**src/rtl/logs_pkg.sv**
```systemverilog
`timescale 1ns/1ps
// Shared state encoding, default widths and table-entry field helpers for the note sequencer.
package logs_pkg;

    localparam int unsigned N_DEF      = 5;
    localparam int unsigned DUR_W_DEF  = 4;
    localparam int unsigned NOTES_DEF  = 8;
    localparam int unsigned TICK_W_DEF = 4;
    localparam int unsigned STEP_W_DEF = 1;
    localparam int unsigned ENT_MAX_W  = 64;

    typedef enum logic [2:0] {
        IDLE = 3'd0,
        LOAD = 3'd1,
        PLAY = 3'd2,
        GAP  = 3'd3,
        DONE = 3'd4
    } state_t;

    // Entry layout is {dur, freq}; callers zero-extend the entry and truncate the result.
    function automatic logic [ENT_MAX_W-1:0] entry_freq(input logic [ENT_MAX_W-1:0] ent,
                                                        input int unsigned freq_w);
        logic [ENT_MAX_W-1:0] mask;
        mask = (ENT_MAX_W'(1) << freq_w) - ENT_MAX_W'(1);
        return ent & mask;
    endfunction

    function automatic logic [ENT_MAX_W-1:0] entry_dur(input logic [ENT_MAX_W-1:0] ent,
                                                       input int unsigned freq_w);
        return ent >> freq_w;
    endfunction

endpackage

```
**src/rtl/logs_seq_tick.sv**
```systemverilog
`timescale 1ns/1ps
// Tick/step timebase: tick is high on every 2^TICK_W-th cycle after clr,
// step_c flags that the coming cycle is a 2^STEP_W-th cycle after clr.
module logs_seq_tick
    import logs_pkg::*;
#(
    parameter int unsigned TICK_W = TICK_W_DEF,
    parameter int unsigned STEP_W = STEP_W_DEF
) (
    input  logic clk,
    input  logic rst_n,
    input  logic clr,
    output logic tick,
    output logic step_c
);

    logic [TICK_W-1:0] tick_cnt;
    logic [TICK_W-1:0] tick_cnt_next;
    logic [STEP_W-1:0] step_cnt;
    logic [STEP_W-1:0] step_cnt_next;

    always_comb begin
        tick_cnt_next = clr ? '0 : tick_cnt + TICK_W'(1);
        step_cnt_next = clr ? '0 : step_cnt + STEP_W'(1);
        step_c        = &step_cnt_next;
    end

    always_ff @(posedge clk or negedge rst_n) begin
        if (!rst_n) begin
            tick_cnt <= '0;
            step_cnt <= '0;
            tick     <= 1'b0;
        end else begin
            tick_cnt <= tick_cnt_next;
            step_cnt <= step_cnt_next;
            tick     <= &tick_cnt_next;
        end
    end

endmodule

```
**src/rtl/logs_seq.sv**
```systemverilog
`timescale 1ns/1ps
// Note sequencer: walks a writable {dur, freq} table and drives one logs_nco
// with frequency, step strobe and clear, inserting a silent gap after each note.
module logs_seq
    import logs_pkg::*;
#(
    parameter int unsigned N      = N_DEF,
    parameter int unsigned DUR_W  = DUR_W_DEF,
    parameter int unsigned NOTES  = NOTES_DEF,
    parameter int unsigned TICK_W = TICK_W_DEF,
    parameter int unsigned STEP_W = STEP_W_DEF,
    localparam int unsigned IDX_W = $clog2(NOTES)
) (
    input  logic                   clk,
    input  logic                   rst_n,
    input  logic                   start,
    input  logic                   stop,
    input  logic                   loop_en,
    input  logic                   wr_en,
    input  logic [IDX_W-1:0]       wr_addr,
    input  logic [DUR_W+N-2:0]     wr_data,
    output logic [N-2:0]           nco_freq,
    output logic                   nco_step,
    output logic                   nco_clr,
    output logic                   busy,
    output logic                   done,
    output logic [IDX_W-1:0]       cur_idx
);

    localparam int unsigned FREQ_W = N - 1;
    localparam int unsigned ENT_W  = DUR_W + FREQ_W;
    localparam logic [IDX_W-1:0] LAST_IDX = IDX_W'(NOTES - 1);

    state_t             state;
    state_t             state_next;
    logic [ENT_W-1:0]   table_q [NOTES];
    logic [ENT_W-1:0]   ent_c;
    logic [DUR_W-1:0]   ent_dur_c;
    logic [FREQ_W-1:0]  ent_freq_c;
    logic [DUR_W-1:0]   dur_cnt;
    logic [DUR_W-1:0]   dur_next;
    logic [FREQ_W-1:0]  freq_q;
    logic [FREQ_W-1:0]  freq_next;
    logic [IDX_W-1:0]   idx_next;
    logic               tick;
    logic               step_c;
    logic               tick_clr_c;
    logic               play_c;
    logic               busy_next;
    logic               done_next;
    logic [FREQ_W-1:0]  nco_freq_next;
    logic               nco_step_next;
    logic               nco_clr_next;

    logs_seq_tick #(
        .TICK_W (TICK_W),
        .STEP_W (STEP_W)
    ) u_tick (
        .clk    (clk),
        .rst_n  (rst_n),
        .clr    (tick_clr_c),
        .tick   (tick),
        .step_c (step_c)
    );

    // Read before this cycle's write lands, so a colliding LOAD sees the old entry.
    always_comb begin
        ent_c      = table_q[cur_idx];
        ent_dur_c  = DUR_W'(entry_dur(ENT_MAX_W'(ent_c), FREQ_W));
        ent_freq_c = FREQ_W'(entry_freq(ENT_MAX_W'(ent_c), FREQ_W));
    end

    always_comb begin
        state_next = state;
        idx_next   = cur_idx;
        dur_next   = dur_cnt;
        freq_next  = freq_q;
        tick_clr_c = 1'b0;
        case (state)
            IDLE: begin
                if (start) begin
                    state_next = LOAD;
                    idx_next   = '0;
                end
            end
            LOAD: begin
                freq_next = ent_freq_c;
                if (ent_dur_c != '0) begin
                    state_next = PLAY;
                    dur_next   = ent_dur_c;
                    tick_clr_c = 1'b1;
                end else if (loop_en && (cur_idx != '0)) begin
                    state_next = LOAD;
                    idx_next   = '0;
                end else begin
                    state_next = DONE;
                end
            end
            PLAY: begin
                if (tick) begin
                    if (dur_cnt == DUR_W'(1)) begin
                        state_next = GAP;
                        tick_clr_c = 1'b1;
                    end else begin
                        dur_next = dur_cnt - DUR_W'(1);
                    end
                end
            end
            GAP: begin
                if (tick) begin
                    if (cur_idx != LAST_IDX) begin
                        state_next = LOAD;
                        idx_next   = cur_idx + IDX_W'(1);
                    end else if (loop_en) begin
                        state_next = LOAD;
                        idx_next   = '0;
                    end else begin
                        state_next = DONE;
                    end
                end
            end
            DONE:    state_next = IDLE;
            default: state_next = IDLE;
        endcase

        // Abort wins over everything and leaves the index where it was.
        if (stop) begin
            state_next = IDLE;
            idx_next   = cur_idx;
        end

        play_c        = (state_next == PLAY);
        busy_next     = (state_next == LOAD) || play_c || (state_next == GAP);
        done_next     = (state_next == DONE);
        nco_freq_next = play_c ? freq_next : '0;
        nco_step_next = play_c && step_c;
        nco_clr_next  = !play_c || (freq_next == '0);
    end

    always_ff @(posedge clk or negedge rst_n) begin
        if (!rst_n) begin
            state    <= IDLE;
            cur_idx  <= '0;
            dur_cnt  <= '0;
            freq_q   <= '0;
            nco_freq <= '0;
            nco_step <= 1'b0;
            nco_clr  <= 1'b1;
            busy     <= 1'b0;
            done     <= 1'b0;
        end else begin
            state    <= state_next;
            cur_idx  <= idx_next;
            dur_cnt  <= dur_next;
            freq_q   <= freq_next;
            nco_freq <= nco_freq_next;
            nco_step <= nco_step_next;
            nco_clr  <= nco_clr_next;
            busy     <= busy_next;
            done     <= done_next;
        end
    end

    always_ff @(posedge clk or negedge rst_n) begin
        if (!rst_n) begin
            for (int i = 0; i < NOTES; i++) begin
                table_q[i] <= '0;
            end
        end else if (wr_en) begin
            table_q[wr_addr] <= wr_data;
        end
    end

endmodule

```
**config.mk**
```make
export PLATFORM = sky130hd
export DESIGN_NAME = logs_seq
export DESIGN_NICKNAME = d
export VERILOG_FILES = /design/src/rtl/logs_pkg.sv /design/src/rtl/logs_seq_tick.sv /design/src/rtl/logs_seq.sv
export SDC_FILE = /design/constraint.sdc
export NUM_CORES = 1
export LEC_CHECK = 0
export CELL_PAD_IN_SITES_DETAIL_PLACEMENT = 1
export CELL_PAD_IN_SITES_GLOBAL_PLACEMENT = 1
export CORE_MARGIN = 2
export CORE_UTILIZATION = 44
export DETAILED_ROUTE_END_ITERATION = 8
export PLACE_DENSITY = 0.84
export REMOVE_ABC_BUFFERS = 1
export SLEW_MARGIN = 20
export SYNTH_ARGS = -nofsm -noshare
export SYNTH_HDL_FRONTEND = slang
export SYNTH_SLANG_ARGS = --single-unit
```
**constraint.sdc**
```tcl
create_clock -name clk -period 2.65 [get_ports clk]
set_clock_uncertainty 0.1 [all_clocks]
set_input_delay 0.3975 -clock clk [delete_from_list [all_inputs] [get_ports clk]]
set_output_delay 0.3975 -clock clk [all_outputs]
set_load 0.01 [all_outputs]
```
### Word level (Yosys, flattened, before mapping)

Index checks and enable logic that the tools add are counted.

* add/subtract/negate cells: 4
* multipliers: 0
* divide/modulo/power cells: 0
* order comparisons: 3
* eq/ne operators: 17
* shift-type cells: 0
* mux-type cells: 35
* bitwise operators: 3
* reduce and logical (&&, ||, !) cells: 16

Operators by type and width (count)
* $bwmux W64: 1
* $mux W3: 15
* $bmux W8 S3: 1
* $demux W8 S3: 1
* $mux W4: 6
* $mux W8: 3
* $eq A3 B2 Y1 const B: 4
* $pmux W3 S4: 1
* $ne A2 B2 Y1 const B: 5
* $pmux W3 S3: 1
* $ge A4 B4 Y1 const B: 2
* $not A3 Y4: 2
* $pmux W4 S2: 1
* $reduce_and A4 Y1: 2
* $reduce_and A7 Y1: 1
* $eq A3 B1 Y1 const B: 2
* $ne A3 B3 Y1 const B: 2
* $reduce_bool A3 Y1: 2
* $add A4 B1 Y4 const B: 1
* $eq A4 B1 Y1 const B: 1
* $logic_not A4 Y1: 1
* $lt A4 B1 Y1 const B: 1
* $mux W1: 4
* $ne A2 B1 Y1 const B: 2
* 12 further kinds: 16

* register bits: 92
* bits in latches: 0
* RAM bits: 0
* bits in read-only memories: 0
* input bits: 17
* output and inout bits: 11
* logic and storage cells: 98
* memories: 0

### Logic depth before layout (Yosys ltp)

* depth in word-level cells: 11
* mapped depth: 10
* gate-level depth less buffers: 8

### Cells and area by module

A second synthesis with hierarchy kept.

* cells, all modules: 303
* area, all modules: 4211.5 µm²

By module, submodules not included
* logs_seq: times used 1, cells an instance 286, area each 3983.8 µm², seq. area each 2153.3 µm²
* logs_seq_tick: times used 1, cells an instance 17, area each 227.7 µm², seq. area each 150.1 µm²

### Worst setup path before layout

OpenSTA, ideal clock, no wires.

* kind: flip-flop to flip-flop
* from: reg cur_idx[0]
* to: reg cur_idx[0]
* setup time: 0.125 ns
* arrival time: 2.569 ns
* data required time: 2.425 ns
* setup slack: -0.144 ns
* stages on the path, launching flop included: 9
* path buffers: 2
* clock period less this slack: 2.794 ns
* path through: dfrtp_1 buf_6 mux4_2 mux2_2 or4b_1 buf_2 a21oi_1 nand2_2 mux2_4

* longest elaborated chain between the ends: 7
* elaborated cells on any way between the ends: 16
* those cells by class: add/sub: 1; eq/ne: 4; mux: 6; bitwise: 1; reduce/logical: 4

Ends and longest elaborated chain
* start: declaration: RTL line logs_seq.sv:27 `output logic [IDX_W-1:0] cur_idx`
* start signal: assignment: RTL line logs_seq.sv:153 `cur_idx <= idx_next;`
* $not A3 Y4 (not written as such): RTL line logs_seq.sv:68 `ent_c = table_q[cur_idx];`
* $bmux W8 S3: RTL line logs_seq.sv:68
* $mux W8 (not written as such) (2 in series): RTL line logs_seq.sv:68
* $reduce_bool A4 Y1: RTL line logs_seq.sv:88 `if (ent_dur_c != '0) begin`
* $ne A2 B2 Y1 (no source line)
* $reduce_and A7 Y1 (no source line)

Several ways; a longest one is shown, not always the timed one. The select of a mux whose other input is x is not followed.
A chain may end at the register's enable or synchronous reset.

### Worst setup path after layout

Same ends and word-level chain as after synthesis.

==> impl_metrics.yaml <==
power_and_ir_drop:
  pwr-share-seq_pct: 51.3
  share_comb_of_total_power_pct: 25.3
  power.density_mw_per_mm2: 748
  p_sw_mw: 1.17
  ir_drop_mv: 0.329
  clock_power_share_pct: 23.3
  total_power_mw: 3.79
  p_sw_share_pct: 30.9
  power.leakage_nw: 2.17
  cellInternalPower_mw: 2.61
critical_path:
  worstSetupEndpoint: "cur_idx[0]"
  critical_path.endpoint_type: "flip-flop"
  crit-reg2reg-capture: "cur_idx[0]"
  worstSetupStartpoint: "cur_idx[0]"
  crit_path_max_fanout: 8
  worst-r2r-cell-count: 7
  critPathRequiredTime_ns: 2.80
  critPathKind: "flip-flop to flip-flop"
  worst-r2r-setup-slack_ns: -0.12
  cp-start-kind: "flip-flop"
  worst-endpoint-arrival_ns: 2.92
  worstReg2RegStart: "cur_idx[0]"
layout:
  n_fill_cell: 966
  antenna_cells_inserted: 0
  multiInputGateArea_sq_mm: 0.00187
  flow.area_growth_from_synthesis_pct: 19.8
  nets: 385
  regArea_sq_mm: 0.00230
  finish.instance_area_sq_mm: 0.00506
  share_of_cells_above_drive_strength_1_pct: 38.7
place:
  placement.io_buffers: 27
  placed_area_sq_mm: 0.00480
  routabilityCongestion: 0.871
  place_hpwl_mm: 6.71
timing:
  final_min_period_over_clock_period_pct: 105
  final.setup.worst_slack_ns: -0.123
  rsz0062_at_grt: "yes"
  maxSlewViolCount: 0
  setup_violations: 14
  worstMarginPinSlew_ns: 0.407
  worst_relative_slew_slack_pct: 72.8
  fmax_mhz: 361
  final_hold_viol_count: 0
  timing.final.crit_period_ns: 2.77
die:
  floorplan.initialDensity_pct: 45.5
  core_sq_mm: 0.00928
  floorplan.rows: 35
  top_level_ports: 28
  dieWidth_microns: 102
  die_h_microns: 102
  die-area_sq_mm: 0.0104
global_route:
  grt_max_degree: 68
  grt_first_pass_wirelength_mm: 16.2
  global_route.overflow_total: 0
  grt_antenna_before_repair: 0
  globalRouteTotalUtil_pct: 20.6
  via_count_of_the_first_global_routing_pass: 3045
clock_tree:
  max-clock-path-buffers: 2
  clock_pin_slew_on_the_worst_setup_and_hold_paths_ns: 0.10
  cts-buffers-inserted: 9
  clock_latency_ns: 0.37
  cts_tree: "done"
  number_of_sinks_driven_by_the_clock_tree: 92
  h_tree_depth: 3
  clockRootBuffer: "clkbuf_8"
synth:
  syn-cell-area_sq_mm: 0.00423
  synth-edff-count: 0
  synth-async-reset-ratio_pct: 100
  synth.lib_cells_used.distinct: 42
  synthFlopType: "dfrtp_1"
  syn-instance-count: 309
  syn_area_per_cell_sq_um: 13.7
  synth-seq-area-share_pct: 54.5
  ff_latch_count_synth: 92
  total_number_of_yosys_warnings: 0
route:
  drt_pass1_iterations: 4
  detail_route.drc_violations: 0
  wl_per_cell_microns: 19.8
  via_count: 2716
  antenna_violating_nets_post_route: 0
  vias_per_cell: 5.48
  postRouteWirelength_mm: 9.83
  first_iter_violations: 142
run_status:
  status: "complete, but fails checks"
  violated_checks: "setup timing"
worst_hold_path:
  min_path_type: "flip-flop to flip-flop"
flow_run:
  cap_viol_max_count: 0
## synthesized netlist by cell type (3+ instances only)
cell | number | share of area (%)
clkbuf_1 | 7 | 0.62
mux2_2 | 67 | 18
nand4b_1 | 3 | 0.62
nor3_1 | 7 | 0.83
nor3b_1 | 6 | 1.1
nand2_1 | 10 | 0.89
nor2_1 | 22 | 2.0
dfrtp_1 | 91 | 54
a21oi_1 | 10 | 1.2
nand2b_1 | 4 | 0.59
mux4_2 | 16 | 8.5
ha_1 | 6 | 1.8
buf_2 | 4 | 0.47
mux2i_1 | 6 | 1.4
o21ai_0 | 6 | 0.71
inv_1 | 11 | 0.98
## logic make-up after synthesis
family                   Yosys count  synth area share, %
AO/OA/AOI/OAI                     27                 4.15
flip-flops                        92                 54.5
AND/OR/NAND/NOR                   66                 8.11
XOR/XNOR                           2                0.415
adder cells (fa/ha/maj)            6                 1.78
multiplexers                      91                 28.5
buffers and inverters             25                 2.52
## registers in the layout (all words and copies together) (netlist names), 3 cells and up
register,flops
dur_cnt,4
nco_freq,4
cur_idx,3
table_q,64
u_tick.tick_cnt,4
state,3
freq_q,4
## final cells by class
type,instances,share of cell area [%]
repair buffers,55,10.1
multi-input cells,192,36.9
clock inverters,6,0.914
flip-flops and latches,92,45.5
clock buffers,10,2.52
inverters,12,0.890
well taps,129,3.19
## critical path: stages, from the launching register on
cell     delay (ns)
dfrtp_1        0.39
buf_12         0.15
mux4_2         0.49
mux2_4         0.29
or4b_4         0.63
o21ai_4        0.22
nand2_4        0.09
mux2_4         0.30
## placed cells by master, fill, tap and decap left out, types with 5 or more instances in the layout
cell | synthesis | layout
nor2_1 | 22 | 21
inv_1 | 11 | 11
clkdlybuf4s50_1 | 0 | 26
o21ai_0 | 6 | 6
nand2_1 | 10 | 10
clkbuf_8 | 0 | 9
nor3b_1 | 6 | 6
mux2_2 | 67 | 66
buf_4 | 0 | 25
a21oi_1 | 10 | 8
mux4_2 | 16 | 16
nor3_1 | 7 | 6
mux2i_1 | 6 | 5
dfrtp_1 | 91 | 91
ha_1 | 6 | 6
## metal layers
metal / global-route usage [%] / up-vias / share of wire, %
met5: 0 / - / 0
met4: 5.54 / 0 / 1.4
met3: 4.04 / 12 / 3.1
met2: 34.0 / 53 / 50
met1: 28.3 / 1435 / 45
li1: - / 1216 / -
## worst min path at each step
stage	endpoint	from	cells past startpoint	slack (ns)
6_report	u_tick.step_cnt	u_tick.step_cnt	1	0.33
5_1_grt	u_tick.step_cnt	u_tick.step_cnt	1	0.36
4_1_cts	u_tick.step_cnt	u_tick.step_cnt	1	0.33
3_5_place_dp	dur_cnt[1]	rst_n	1	0.24
3_3_place_gp	dur_cnt[1]	rst_n	1	0.23
2_1_floorplan	busy	rst_n	0	0.002
## power groups by stage
stage	sequential [mW]	combinational, mW	clock (mW)
after floorplan	1.91	0.605	0
after global placement	1.94	0.856	0
after detailed placement	1.97	0.912	0
after CTS	1.94	0.947	0.902
after global routing	1.98	1.07	0.966
final	1.94	0.959	0.883
## per-stage QoR
stage / setup WS, ns / util (%) / setup TNS (ns) / cells / hold WS [ns]
final: -0.123 / 54.5 / -0.529 / 496 / 0.328
after floorplan: -0.663 / - / -11.39 / 296 / 0.00191
after detailed placement: -0.183 / 51.7 / -1.51 / 476 / 0.236
after global placement: -0.104 / 51.7 / -0.349 / 476 / 0.230
after global routing: -0.186 / 54.5 / -2.01 / 496 / 0.357
after CTS: -0.146 / 54.1 / -0.642 / 495 / 0.333
## what timing repair did
| action | CTS | global route |
|---|---|---|
| hold buffers | 1 | 0 |
| resized for setup | 6 | 8 |
| endpoints found under the setup margin | 21 | 22 |
| endpoints found under the hold margin | 25 | 0 |
| setup buffers | 2 | 2 |
| pin swaps | 3 | 4 |
Power figures use the tool's default switching activity.
